`config.mk`:
```
export PLATFORM = sky130hd
export DESIGN_NAME = hazard_stall_ctrl
export DESIGN_NICKNAME = d
export VERILOG_FILES = /design/src/rtl/cpu_ctrl_pkg.sv /design/src/rtl/sat_counter.sv /design/src/rtl/hazard_stall_ctrl.sv
export SDC_FILE = /design/constraint.sdc
export NUM_CORES = 1
export LEC_CHECK = 0
export CORE_ASPECT_RATIO = 0.8
export CORE_MARGIN = 2
export CORE_UTILIZATION = 40
export DETAILED_ROUTE_END_ITERATION = 8
export HOLD_SLACK_MARGIN = 0.03
export PLACE_DENSITY = 0.75
export SLEW_MARGIN = 20
export SYNTH_ARGS = -nofsm -noshare
export SYNTH_HDL_FRONTEND = slang
export SYNTH_SLANG_ARGS = --single-unit
export TNS_END_PERCENT = 20
```
`constraint.sdc`:
```
create_clock -name clk_i -period 3.4 [get_ports clk_i]
set_input_delay 0.68 -clock clk_i [delete_from_list [all_inputs] [get_ports clk_i]]
set_output_delay 0.68 -clock clk_i [all_outputs]
set_load 0.05 [all_outputs]
```
`src/rtl/cpu_ctrl_pkg.sv`:
```
// Shared pipeline-control definitions for the hazard/stall controller and forwarding unit.
// Contents: FSM state encoding, architectural zero register, control-field widths.
// No logic; imported by every control-path module.
package cpu_ctrl_pkg;

    // Register-file address width and the hard-wired zero register.
    localparam int         REG_ADDR_W = 5;
    localparam logic [4:0] REG_ZERO   = 5'd0;

    // Forward-select and stall-control widths shared with the forwarding unit.
    localparam int FWD_SEL_W  = 2;
    localparam int STALL_CTL_W = 5;

    // Miss-duration tracker width and its saturation value.
    localparam int          WAIT_CNT_W   = 16;
    localparam logic [15:0] WAIT_CNT_MAX = 16'hFFFF;

    // Sequencer state: normal issue, or frozen on an outstanding D-cache miss.
    typedef enum logic {
        RUN       = 1'b0,
        MISS_WAIT = 1'b1
    } ctrl_state_t;

    // Per-cycle pipeline control bundle.
    typedef struct packed {
        logic pc_write;
        logic ifid_write;
        logic idex_bubble;
        logic ifid_flush;
        logic all_stall;
    } stall_ctrl_t;

endpackage

```
`src/rtl/sat_counter.sv`:
```
// Saturating up-counter with synchronous clear; clear beats a same-cycle increment.
// Ports: clk_i/rst_i (async active-low), inc, clr, q (W bits).
// Latency: q reflects inc/clr one clock edge later; holds at all-ones.
module sat_counter #(
    parameter int W = 32
) (
    input  logic         clk_i,
    input  logic         rst_i,
    input  logic         inc,
    input  logic         clr,
    output logic [W-1:0] q
);

    logic [W-1:0] r_q;

    always_ff @(posedge clk_i or negedge rst_i) begin
        if (!rst_i) begin
            r_q <= '0;
        end else if (clr) begin
            r_q <= '0;
        end else if (inc && (r_q != {W{1'b1}})) begin
            r_q <= r_q + W'(1);
        end
    end

    assign q = r_q;

endmodule

```
`src/rtl/hazard_stall_ctrl.sv`:
```
// Pipeline sequencing: load-use bubbles, ID-branch flushes, D-cache miss freeze, miss timeout, perf counters.
// Ports: hazard inputs from ID/EX, dcacheStall_i, clrCnt_i; PC/IF-ID/ID-EX/freeze controls, sticky timeout, 4 counters.
// Controls are combinational (zero latency); only counters and missTimeout_o are registered.
module hazard_stall_ctrl
    import cpu_ctrl_pkg::*;
#(
    parameter int CNT_W        = 32,
    parameter int MISS_TIMEOUT = 1024
) (
    input  logic             clk_i,
    input  logic             rst_i,
    input  logic [4:0]       idRs1_i,
    input  logic [4:0]       idRs2_i,
    input  logic             idUsesRs2_i,
    input  logic             exMemRead_i,
    input  logic [4:0]       exRd_i,
    input  logic             branchTaken_i,
    input  logic             dcacheStall_i,
    input  logic             clrCnt_i,
    output logic             pcWrite_o,
    output logic             ifidWrite_o,
    output logic             idexBubble_o,
    output logic             ifidFlush_o,
    output logic             allStall_o,
    output logic             missTimeout_o,
    output logic [CNT_W-1:0] stallCycles_o,
    output logic [CNT_W-1:0] missCnt_o,
    output logic [CNT_W-1:0] loadUseCnt_o,
    output logic [CNT_W-1:0] flushCnt_o
);

    ctrl_state_t     r_state;
    ctrl_state_t     w_state_nxt;
    logic [15:0]     r_wait_cnt;
    logic [15:0]     w_wait_nxt;
    logic            r_timeout;
    logic            w_timeout_set;
    logic            w_miss_start;
    logic            w_load_use;
    logic            w_lu_fire;
    logic            w_flush_fire;
    stall_ctrl_t     w_ctrl;

    // x0 is never a real producer, so a load targeting it cannot create a hazard.
    assign w_load_use = exMemRead_i && (exRd_i != REG_ZERO) &&
                        ((exRd_i == idRs1_i) || (idUsesRs2_i && (exRd_i == idRs2_i)));

    // A freeze suppresses both lower-priority actions; they re-evaluate once the miss ends.
    assign w_lu_fire    = !dcacheStall_i && w_load_use;
    assign w_flush_fire = !dcacheStall_i && !w_load_use && branchTaken_i;

    always_comb begin
        w_ctrl = '{pc_write: 1'b1, ifid_write: 1'b1, idex_bubble: 1'b0,
                   ifid_flush: 1'b0, all_stall: 1'b0};
        if (!rst_i) begin
            // Hold the front end and keep NOPs flowing while in reset.
            w_ctrl.pc_write    = 1'b0;
            w_ctrl.ifid_write  = 1'b0;
            w_ctrl.idex_bubble = 1'b1;
        end else if (dcacheStall_i) begin
            w_ctrl.pc_write   = 1'b0;
            w_ctrl.ifid_write = 1'b0;
            w_ctrl.all_stall  = 1'b1;
        end else if (w_load_use) begin
            w_ctrl.pc_write    = 1'b0;
            w_ctrl.ifid_write  = 1'b0;
            w_ctrl.idex_bubble = 1'b1;
        end else if (branchTaken_i) begin
            w_ctrl.ifid_flush = 1'b1;
        end
    end

    assign pcWrite_o    = w_ctrl.pc_write;
    assign ifidWrite_o  = w_ctrl.ifid_write;
    assign idexBubble_o = w_ctrl.idex_bubble;
    assign ifidFlush_o  = w_ctrl.ifid_flush;
    assign allStall_o   = w_ctrl.all_stall;

    // Miss tracker state register.
    always_ff @(posedge clk_i or negedge rst_i) begin
        if (!rst_i) begin
            r_state    <= RUN;
            r_wait_cnt <= '0;
        end else begin
            r_state    <= w_state_nxt;
            r_wait_cnt <= w_wait_nxt;
        end
    end

    // Miss tracker next state; waitCnt is the length of the current miss in cycles.
    always_comb begin
        w_state_nxt   = r_state;
        w_wait_nxt    = r_wait_cnt;
        w_miss_start  = 1'b0;
        w_timeout_set = 1'b0;
        case (r_state)
            RUN: begin
                if (dcacheStall_i) begin
                    w_state_nxt   = MISS_WAIT;
                    w_wait_nxt    = 16'd1;
                    w_miss_start  = 1'b1;
                    w_timeout_set = (MISS_TIMEOUT == 1);
                end
            end
            MISS_WAIT: begin
                if (dcacheStall_i) begin
                    if (r_wait_cnt != WAIT_CNT_MAX) begin
                        w_wait_nxt = r_wait_cnt + 16'd1;
                    end
                    // 17-bit compare so the saturated value cannot alias onto a small timeout.
                    w_timeout_set = (({1'b0, r_wait_cnt} + 17'd1) == 17'(MISS_TIMEOUT));
                end else begin
                    w_state_nxt = RUN;
                    w_wait_nxt  = '0;
                end
            end
            default: begin
                w_state_nxt = RUN;
                w_wait_nxt  = '0;
            end
        endcase
    end

    // Sticky until reset; the counter clear deliberately leaves it alone.
    always_ff @(posedge clk_i or negedge rst_i) begin
        if (!rst_i) begin
            r_timeout <= 1'b0;
        end else if (w_timeout_set) begin
            r_timeout <= 1'b1;
        end
    end

    assign missTimeout_o = r_timeout;

    sat_counter #(.W(CNT_W)) u_cnt_stall (
        .clk_i (clk_i), .rst_i (rst_i), .inc (w_ctrl.all_stall), .clr (clrCnt_i), .q (stallCycles_o)
    );

    sat_counter #(.W(CNT_W)) u_cnt_miss (
        .clk_i (clk_i), .rst_i (rst_i), .inc (w_miss_start), .clr (clrCnt_i), .q (missCnt_o)
    );

    sat_counter #(.W(CNT_W)) u_cnt_load_use (
        .clk_i (clk_i), .rst_i (rst_i), .inc (w_lu_fire), .clr (clrCnt_i), .q (loadUseCnt_o)
    );

    sat_counter #(.W(CNT_W)) u_cnt_flush (
        .clk_i (clk_i), .rst_i (rst_i), .inc (w_flush_fire), .clr (clrCnt_i), .q (flushCnt_o)
    );

endmodule

```
==> results.toml, run 1 <==
[outcome]
outcome = "completed"

[cts]
cts_buffer_depth = 2
cts_tree = "built"
clk_latency_ns = 0.42
hold_buffers = 0
cts_made_buffers = 17
cts_setup_buffers = 0
cts_resized = 0
root_buffer = "clkbuf_16"
path_clk_slew_ns = 0.06
cts_sinks = 146
htree_levels = 4

[detailed_routing]
vias = 7446
drt-total-wl_mm = 21.6
drtIter0Drc = 517
ant_nets = 0
post_drt_wl_per_cell_um = 16.0
drtPass1Iterations = 7
drcViolationCount = 0
vias_per_cell = 5.52

[setup_path]
worstPathCellList = "clkdlybuf4s50_1 -> or4_4 -> o21a_4 -> nand2_1 -> and4b_1 -> buf_4"
r2r_end = "u_cnt_flush.q[28]"
reg2reg_from = "u_cnt_flush.q[0]"
cp_max_fo = 6
rrSetupSlack_ns = 0.64
worstPathArrival_ns = 2.59
end_kind = "output port"
cp_top_family = "simple AND/OR/NAND/NOR gates"
cp_slowest_cell = "or4_4"
cp.required_ns = 2.72
cp-start-kind = "primary input"
crit_path_max_incr_delay_ns = 0.52
reg2reg_depth = 7
worst-path-buf-inv = 2
path_class = "in -> out"

[synth]
yosysTopAreaCell = "dfrtp_1"
async_flop_share = 1.00
syn_area_per_cell_sq_um = 8.86
synth_fp_nets = 945
yosys_warnings = 0
seq_area_frac_synth = 0.449
synth_edf_count = 0
ys_ff_latch = 146
ys.flop_type = "dfrtp_1"
ys_types = 56
synth_area_leaders = "dfrtp_1 45%, xor2_1 5.6%, nor2_1 5.2%, nand3_1 4.3%, nand2_1 3.8%"
synth_top_area_share = 0.449
syn_area_sq_um = 8140
syn_inst = 918

[timing]
fin_crit_sh = 0.963
hold_viol = 0
maxSlewHeadroom = 0.388
clock_skew_ns = 0.0102
worstMarginPinSlew_ns = 0.913
rsz0062_at_grt = "false"
drv_slew = 0
setup_viol = 0
clock.fmax_mhz = 305
min_period_ns = 3.27
tns_ns = 0

[global_route]
grt_pass1_wl_mm = 36.0
grt_max_degree = 114
grt_remaining_overflow = 0
grt_pass1_vias = 7143
antenna_found_initial = 0
grtUsageTotal = 0.205

[placed_design]
dp_hpwl_mm = 15.1
placed_area_sq_um = 10000
place_congestion = 0.860
io_buffers = 155

[run]
cap_violations = 0

[final_layout]
diodes = 0
post-route-cell-area_sq_um = 10700
fin_util = 0.535
nFillCells = 1835
drive_gt1_frac = 0.0729
multi_input_area_sq_um = 4260
area_growth_pct = 30.9
seqCellArea_sq_um = 3650
fin_nets = 1099

[pwr]
share_clk_of_total_power = 0.503
power.switching_mw = 0.895
peakVddDrop_v = 0.000253
p_leak_nw = 4.12
combPwrFrac = 0.057
powerDensity_nw_per_um2 = 375
intPower_mw = 3.10
p_seq_frac = 0.440
switching_share = 0.224

[min_path]
hold_path.class = "in -> async"

[floorplan]
start_util = 0.409
fp.dieH_um = 132
fp.dieArea_sq_um = 21500
die_x_um = 163
fp-row-count = 46
boundaryPins = 156
core_area_sq_um = 19900
cells in the mapped netlist, drive strengths merged, types with 3 or more instances:
| cell | n |
|---|---|
| xor2 | 52 |
| xnor2 | 31 |
| a211oi | 3 |
| o41ai | 3 |
| and3 | 24 |
| nand4 | 41 |
| o21ai | 51 |
| ha | 5 |
| mux2 | 10 |
| buf | 5 |
| and2 | 10 |
| or4 | 19 |
| o31ai | 22 |
| nand2b | 5 |
| nand3 | 70 |
| inv | 16 |
| nor4 | 15 |
| mux2i | 3 |
| clkbuf | 36 |
| nor2b | 15 |
| a21oi | 49 |
| nor3 | 17 |
| and4 | 16 |
| nor2 | 113 |
| nand2 | 83 |
| dfrtp | 146 |
| a31oi | 3 |
| or3 | 29 |
logic make-up (layout without fill, tap and decap cells):
| family | after synthesis | after routing | synth area share |
|---|---|---|---|
| multiplexers | 13 | 13 | 0.0175 |
| AND/OR/NAND/NOR | 466 | 466 | 0.298 |
| flip-flops | 146 | 146 | 0.449 |
| buffers and inverters | 57 | 223 | 0.0281 |
| adder cells (fa/ha/maj) | 5 | 5 | 0.00769 |
| XOR/XNOR | 83 | 83 | 0.0893 |
| AO/OA/AOI/OAI | 148 | 148 | 0.111 |
metal layers:
metal  routed length (um)  global-route usage
met3                 1370              0.0552
met4                  254              0.0502
met1                10300               0.293
met2                 9610               0.308
met5                    0                   0
cell usage in the layout (no fill, tap or decap), types with 10 or more instances in the layout:
cell type        synthesis  final
or4_1                   18     18
clkdlybuf4s50_1          0    148
o21ai_0                 51     51
nand4_1                 41     41
clkbuf_16                0     17
inv_1                   16     16
nor2_1                 113    113
nor2b_1                 15     15
xor2_1                  52     52
o31ai_1                 22     22
nand2_1                 82     82
nor3_1                  16     16
mux2_2                  10     10
nor4_1                  14     14
buf_4                    1     24
or3_1                   29     29
nand3_1                 70     70
a21oi_1                 49     49
dfrtp_1                146    146
and4_1                  16     16
and3_1                  24     24
xnor2_1                 31     31
sequential cells by signal (all words and copies together), names as in the netlist:
name              count
r_state               1
u_cnt_miss.q         32
r_wait_cnt           16
u_cnt_stall.q        32
missTimeout_o         1
u_cnt_load_use.q     32
u_cnt_flush.q        32
power by group through the flow:
stage	combinational (mW)	sequential, mW	clock, mW
floorplan	0.0986	1.80	0
global placement	0.229	1.79	0
detailed placement	0.232	1.79	0
CTS	0.234	1.76	2.06
global route	0.254	1.76	2.12
finish	0.229	1.76	2.01
worst max path at each step:
stage / endpoint / slack, ns / cells past startpoint / startpoint
after global placement: ifidFlush_o / 0.11 / 6 / exRd_i[1]
after global routing: idexBubble_o / 0.008 / 7 / exRd_i[0]
final: ifidFlush_o / 0.13 / 6 / exRd_i[3]
after CTS: ifidFlush_o / 0.10 / 6 / exRd_i[3]
after floorplan: idexBubble_o / 0.09 / 6 / exRd_i[4]
after detailed placement: ifidFlush_o / 0.11 / 6 / exRd_i[3]
per-stage QoR:
stage	total power [mW]	instances	hold WS (ns)	setup slack [ns]
floorplan	1.90	918	0.384	0.0933
global placement	2.02	1317	0.472	0.111
detailed placement	2.02	1317	0.478	0.115
CTS	4.05	1348	0.103	0.101
global route	4.14	1348	0.104	0.00821
finish	4.00	1348	0.107	0.125
cell type report:
cell class	instances	share of cell area
clock buffers	21	0.0442
flip-flops and latches	146	0.343
well taps	264	0.0310
repair buffers	176	0.162
clock inverters	10	0.0147
multi-input cells	715	0.400
inverters	16	0.00564
No activity file was read; power rests on OpenSTA's default activity.
==> run 2: changes to the inputs <==
==> constraint.sdc (replaced) <==
create_clock -name clk_i -period 3.4 [get_ports clk_i]
set_input_delay 0.68 -clock clk_i [delete_from_list [all_inputs] [get_ports clk_i]]
set_output_delay 0.68 -clock clk_i [all_outputs]
set_load 0.02 [all_outputs]
==> run 2 against run 1 <==
Against the previous run: die area stayed put; critical path depth stayed put; global-route usage is 0.42 points lower; largest power group unchanged.
==> results.toml, run 2 (synthesis results as in run 1) <==
[floorplan]
boundaryPins = 156
fp-row-count = 46
fp.dieArea_sq_um = 21500
start_util = 0.409
fp.dieH_um = 132
core_area_sq_um = 19900
die_x_um = 163

[placed_design]
place_congestion = 0.837
dp_hpwl_mm = 15.0
io_buffers = 155

[cts]
clk_latency_ns = 0.42
root_buffer = "clkbuf_16"
cts_setup_buffers = 0
path_clk_slew_ns = 0.07
cts_sinks = 146
cts_resized = 5
cts_tree = "built"
cts_buffer_depth = 2
hold_buffers = 0
htree_levels = 4
cts_made_buffers = 17

[global_route]
antenna_found_initial = 0
grt_pass1_vias = 6785
grt_max_degree = 86
grt_pass1_wl_mm = 35.0
grt_remaining_overflow = 0
grtUsageTotal = 0.200

[timing]
hold_viol = 0
clock.fmax_mhz = 305
clock_skew_ns = 0.00924
maxSlewHeadroom = 0.384
setup_viol = 0
min_period_ns = 3.27
fin_crit_sh = 0.963
worstMarginPinSlew_ns = 0.920
rsz0062_at_grt = "false"
whs_ns = 0.0925
drv_slew = 0

[setup_path]
worstPathArrival_ns = 2.59
path_class = "in -> out"
cp-start-kind = "primary input"
cp.required_ns = 2.72
end_kind = "output port"
reg2reg_depth = 7
cp_max_fo = 4

[outcome]
outcome = "completed"

[final_layout]
layout_common_cells = "149 x clkdlybuf4s50_1, 146 x dfrtp_1, 113 x nor2_1"
seqCellArea_sq_um = 3650
fin_nets = 1103
multi_input_area_sq_um = 4260
layout_commonest_cell = "clkdlybuf4s50_1"
nFillCells = 1861
area_growth_pct = 31.3
diodes = 0
drive_gt1_frac = 0.0735

[min_path]
hold_path.class = "in -> async"

[detailed_routing]
post_drt_wl_per_cell_um = 15.8
drt-total-wl_mm = 21.4
drcViolationCount = 0
vias = 7506
vias_per_cell = 5.55
ant_nets = 0
drtPass1Iterations = 5
drtIter0Drc = 527

[pwr]
p_leak_nw = 4.13
peakVddDrop_v = 0.000270
powerDensity_nw_per_um2 = 374
total_power_mw = 4.00

[run]
cap_violations = 0
run 2: changes by cell type in the layout (fill, tap and decap cells not counted):
| cell | before | now |
|---|---|---|
| buf_4 | 24 | 25 |
| nand2_2 | 1 | 2 |
| clkbuf_8 | 3 | 2 |
| nand2_1 | 82 | 81 |
| dlygate4sd2_1 | 0 | 4 |
| inv_6 | 0 | 2 |
| buf_6 | 2 | 1 |
| clkinv_2 | 4 | 2 |
| buf_12 | 2 | 1 |
| clkinvlp_4 | 1 | 3 |
| clkdlybuf4s50_1 | 148 | 149 |
run 2: final cells by class:
cell class,instances,area share
clock buffers,20,0.0428
inverters,16,0.00562
well taps,264,0.0309
repair buffers,180,0.163
multi-input cells,715,0.399
flip-flops and latches,146,0.342
clock inverters,12,0.0167
run 2: worst max-delay path, cell delays in order:
cell	delay [ns]
clkdlybuf4s50_1	0.43
or4_4	0.56
o21a_4	0.22
nand2_2	0.15
and4b_1	0.22
dlygate4sd2_1	0.34
run 2: report_power, final:
part           total, mW  switching, mW  leakage (nW)  internal, mW
registers           1.76         0.0125          2.03          1.75
clock network       2.03          0.758         0.303          1.27
logic              0.212          0.135          1.80        0.0774
run 2: per-stage QoR:
stage / instance area, sq um / utilization / instances / TNS (ns) / worst slack [ns]
after floorplan: 8140 / - / 918 / 0 / 0.623
after global placement: 10000 / 0.505 / 1321 / -0.660 / -0.216
after detailed placement: 10000 / 0.505 / 1321 / -0.750 / -0.225
after CTS: 10700 / 0.536 / 1353 / 0 / 0.132
after global routing: 10700 / 0.536 / 1353 / 0 / 0.0594
final: 10700 / 0.536 / 1353 / 0 / 0.126
run 2: path summary, 6_finish.rpt:
path,from,end,slack [ns]
worst max register to register,u_cnt_flush.q[1],u_cnt_flush.q[28],0.65
max in group asynchronous,rst_i,u_cnt_miss.q[6],2.20
worst min-delay path,rst_i,u_cnt_stall.q[11],0.09
worst max-delay path,exRd_i[1],ifidFlush_o,0.13
min in group clk_i,missTimeout_o,missTimeout_o,0.48
worst min register to register,missTimeout_o,missTimeout_o,0.48
run 2: per-layer routing:
layer,vias up,wire length [um],GRT usage
li1,3625,-,-
met3,30,1460,0.0527
met5,-,0,0
met2,244,9510,0.290
met1,3607,10100,0.292
met4,0,350,0.0624
==> run 3: changes to the inputs <==
--- a/config.mk
+++ b/config.mk
@@ -10,7 +10,8 @@
 export CORE_UTILIZATION = 40
 export DETAILED_ROUTE_END_ITERATION = 8
 export HOLD_SLACK_MARGIN = 0.03
-export PLACE_DENSITY = 0.75
+export MAX_ROUTING_LAYER = met4
+export PLACE_DENSITY_LB_ADDON = 0.12
 export SLEW_MARGIN = 20
 export SYNTH_ARGS = -nofsm -noshare
 export SYNTH_HDL_FRONTEND = slang
==> run 3 against run 2 <==
Against the previous run: maximum frequency grew 0.24%; clock-buffer cell count shrank 2; first-iteration DRC count shrank 9.1%; sequential cell count is the same; critical path type unchanged; largest power group unchanged.
==> results.toml, run 3 (synthesis results as in run 1) <==
[floorplan]
die_x_um = 163
fp-row-count = 46
boundaryPins = 156
fp.dieArea_sq_um = 21500
core_area_sq_um = 19900
start_util = 0.409
fp.dieH_um = 132

[detailed_routing]
drtPass1Iterations = 5
vias_per_cell = 5.44
drtIter0Drc = 479
vias = 7395
post_drt_wl_per_cell_um = 16.0
drt-total-wl_mm = 21.8
ant_nets = 0
drcViolationCount = 0

[timing]
drv_slew = 0
rsz0062_at_grt = "false"
clock_skew_ns = 0.0122
min_period_ns = 3.27
fin_crit_sh = 0.961
maxSlewHeadroom = 0.316
hold_viol = 0
worstMarginPinSlew_ns = 1.02
setup_viol = 0
worst_slack_ns = 0.134
clock.fmax_mhz = 306

[global_route]
grt_pass1_wl_mm = 36.0
grt_max_degree = 59
grtUsageTotal = 0.213
grt_pass1_vias = 6917
antenna_found_initial = 0
grt_remaining_overflow = 0

[cts]
root_buffer = "clkbuf_16"
cts_sinks = 146
path_clk_slew_ns = 0.06
cts_made_buffers = 17
cts_tree = "built"
htree_levels = 4
clk_latency_ns = 0.42
cts_resized = 4
cts_setup_buffers = 0
hold_buffers = 0
cts_buffer_depth = 2

[final_layout]
layout_commonest_cell = "clkdlybuf4s50_1"
fin_nets = 1110
layout_common_cells = "149 x clkdlybuf4s50_1, 146 x dfrtp_1, 113 x nor2_1"
nFillCells = 1899
area_growth_pct = 31.8
diodes = 0
drive_gt1_frac = 0.0794

[pwr]
total_power_mw = 3.93
peakVddDrop_v = 0.000285
p_leak_nw = 4.16
powerDensity_nw_per_um2 = 366

[placed_design]
place_ws_ns = -0.171
io_buffers = 155
place_congestion = 0.827
dp_hpwl_mm = 15.3

[setup_path]
end_kind = "output port"
worstPathArrival_ns = 2.59
cp.required_ns = 2.72
cp-start-kind = "primary input"
path_class = "in -> out"
cp_max_fo = 3

[min_path]
hold_path.class = "in -> async"

[outcome]
outcome = "completed"

[run]
cap_violations = 0
## run 3: cell count changes in the layout (fill, tap and decap cells not counted), sizes merged
cell and delta:
bufinv -1, clkinv +3, buf +7, clkbuf -2
## run 3: critical path, cell delays in order
cell             delay (ns)
clkdlybuf4s50_1        0.42
or4_4                  0.55
o21a_4                 0.21
nand2_1                0.07
buf_4                  0.15
and3b_1                0.17
dlygate4sd2_1          0.33
## run 3: layout make-up
cell class,instances,area [sq um],share of cell area
multi-input cells,715,4260,0.397
flip-flops and latches,146,3650,0.341
repair buffers,187,1810,0.169
clock buffers,18,429,0.0400
well taps,264,330,0.0308
clock inverters,14,183,0.0170
inverters,16,60.1,0.00560
## run 3: where the power goes
| group | leakage (nW) | switching (mW) | internal (mW) | total [mW] |
|---|---|---|---|---|
| Sequential | 2.03 | 0.0130 | 1.75 | 1.76 |
| Clock | 0.287 | 0.787 | 1.17 | 1.95 |
| Combinational | 1.84 | 0.135 | 0.0828 | 0.218 |
| Total | 4.16 | 0.935 | 2.99 | 3.93 |
## run 3: path summary, 6_finish.rpt
kind | cells after the start | start | slack (ns) | endpoint
min in group clk_i | 1 | missTimeout_o | 0.49 | missTimeout_o
max | 7 | exRd_i[1] | 0.13 | ifidWrite_o
min | 1 | rst_i | 0.13 | u_cnt_stall.q[22]
min reg2reg | 1 | missTimeout_o | 0.49 | missTimeout_o
max reg2reg | 7 | u_cnt_flush.q[0] | 0.61 | u_cnt_flush.q[24]
max in group asynchronous | 2 | rst_i | 2.22 | u_cnt_miss.q[1]
## run 3: stage by stage
step	std cells	instance area [sq um]	util	setup TNS (ns)	hold slack, ns
2_1_floorplan	918	8140	-	0	0.384
3_5_place_dp	1328	10100	0.508	-0.382	0.481
6_report	1360	10700	0.539	0	0.129
3_3_place_gp	1328	10100	0.508	-0.330	0.470
4_1_cts	1360	10700	0.539	0	0.120
5_1_grt	1360	10700	0.539	0	0.135
## run 3: metal layers
layer,wire length (um),vias up,part of all wire,GRT usage
li1,-,3631,-,-
met1,10700,3571,0.49,0.307
met4,216,0,0.0099,0.0453
met2,9740,181,0.45,0.308
met3,1100,12,0.050,0.0464
met5,0,-,0,-
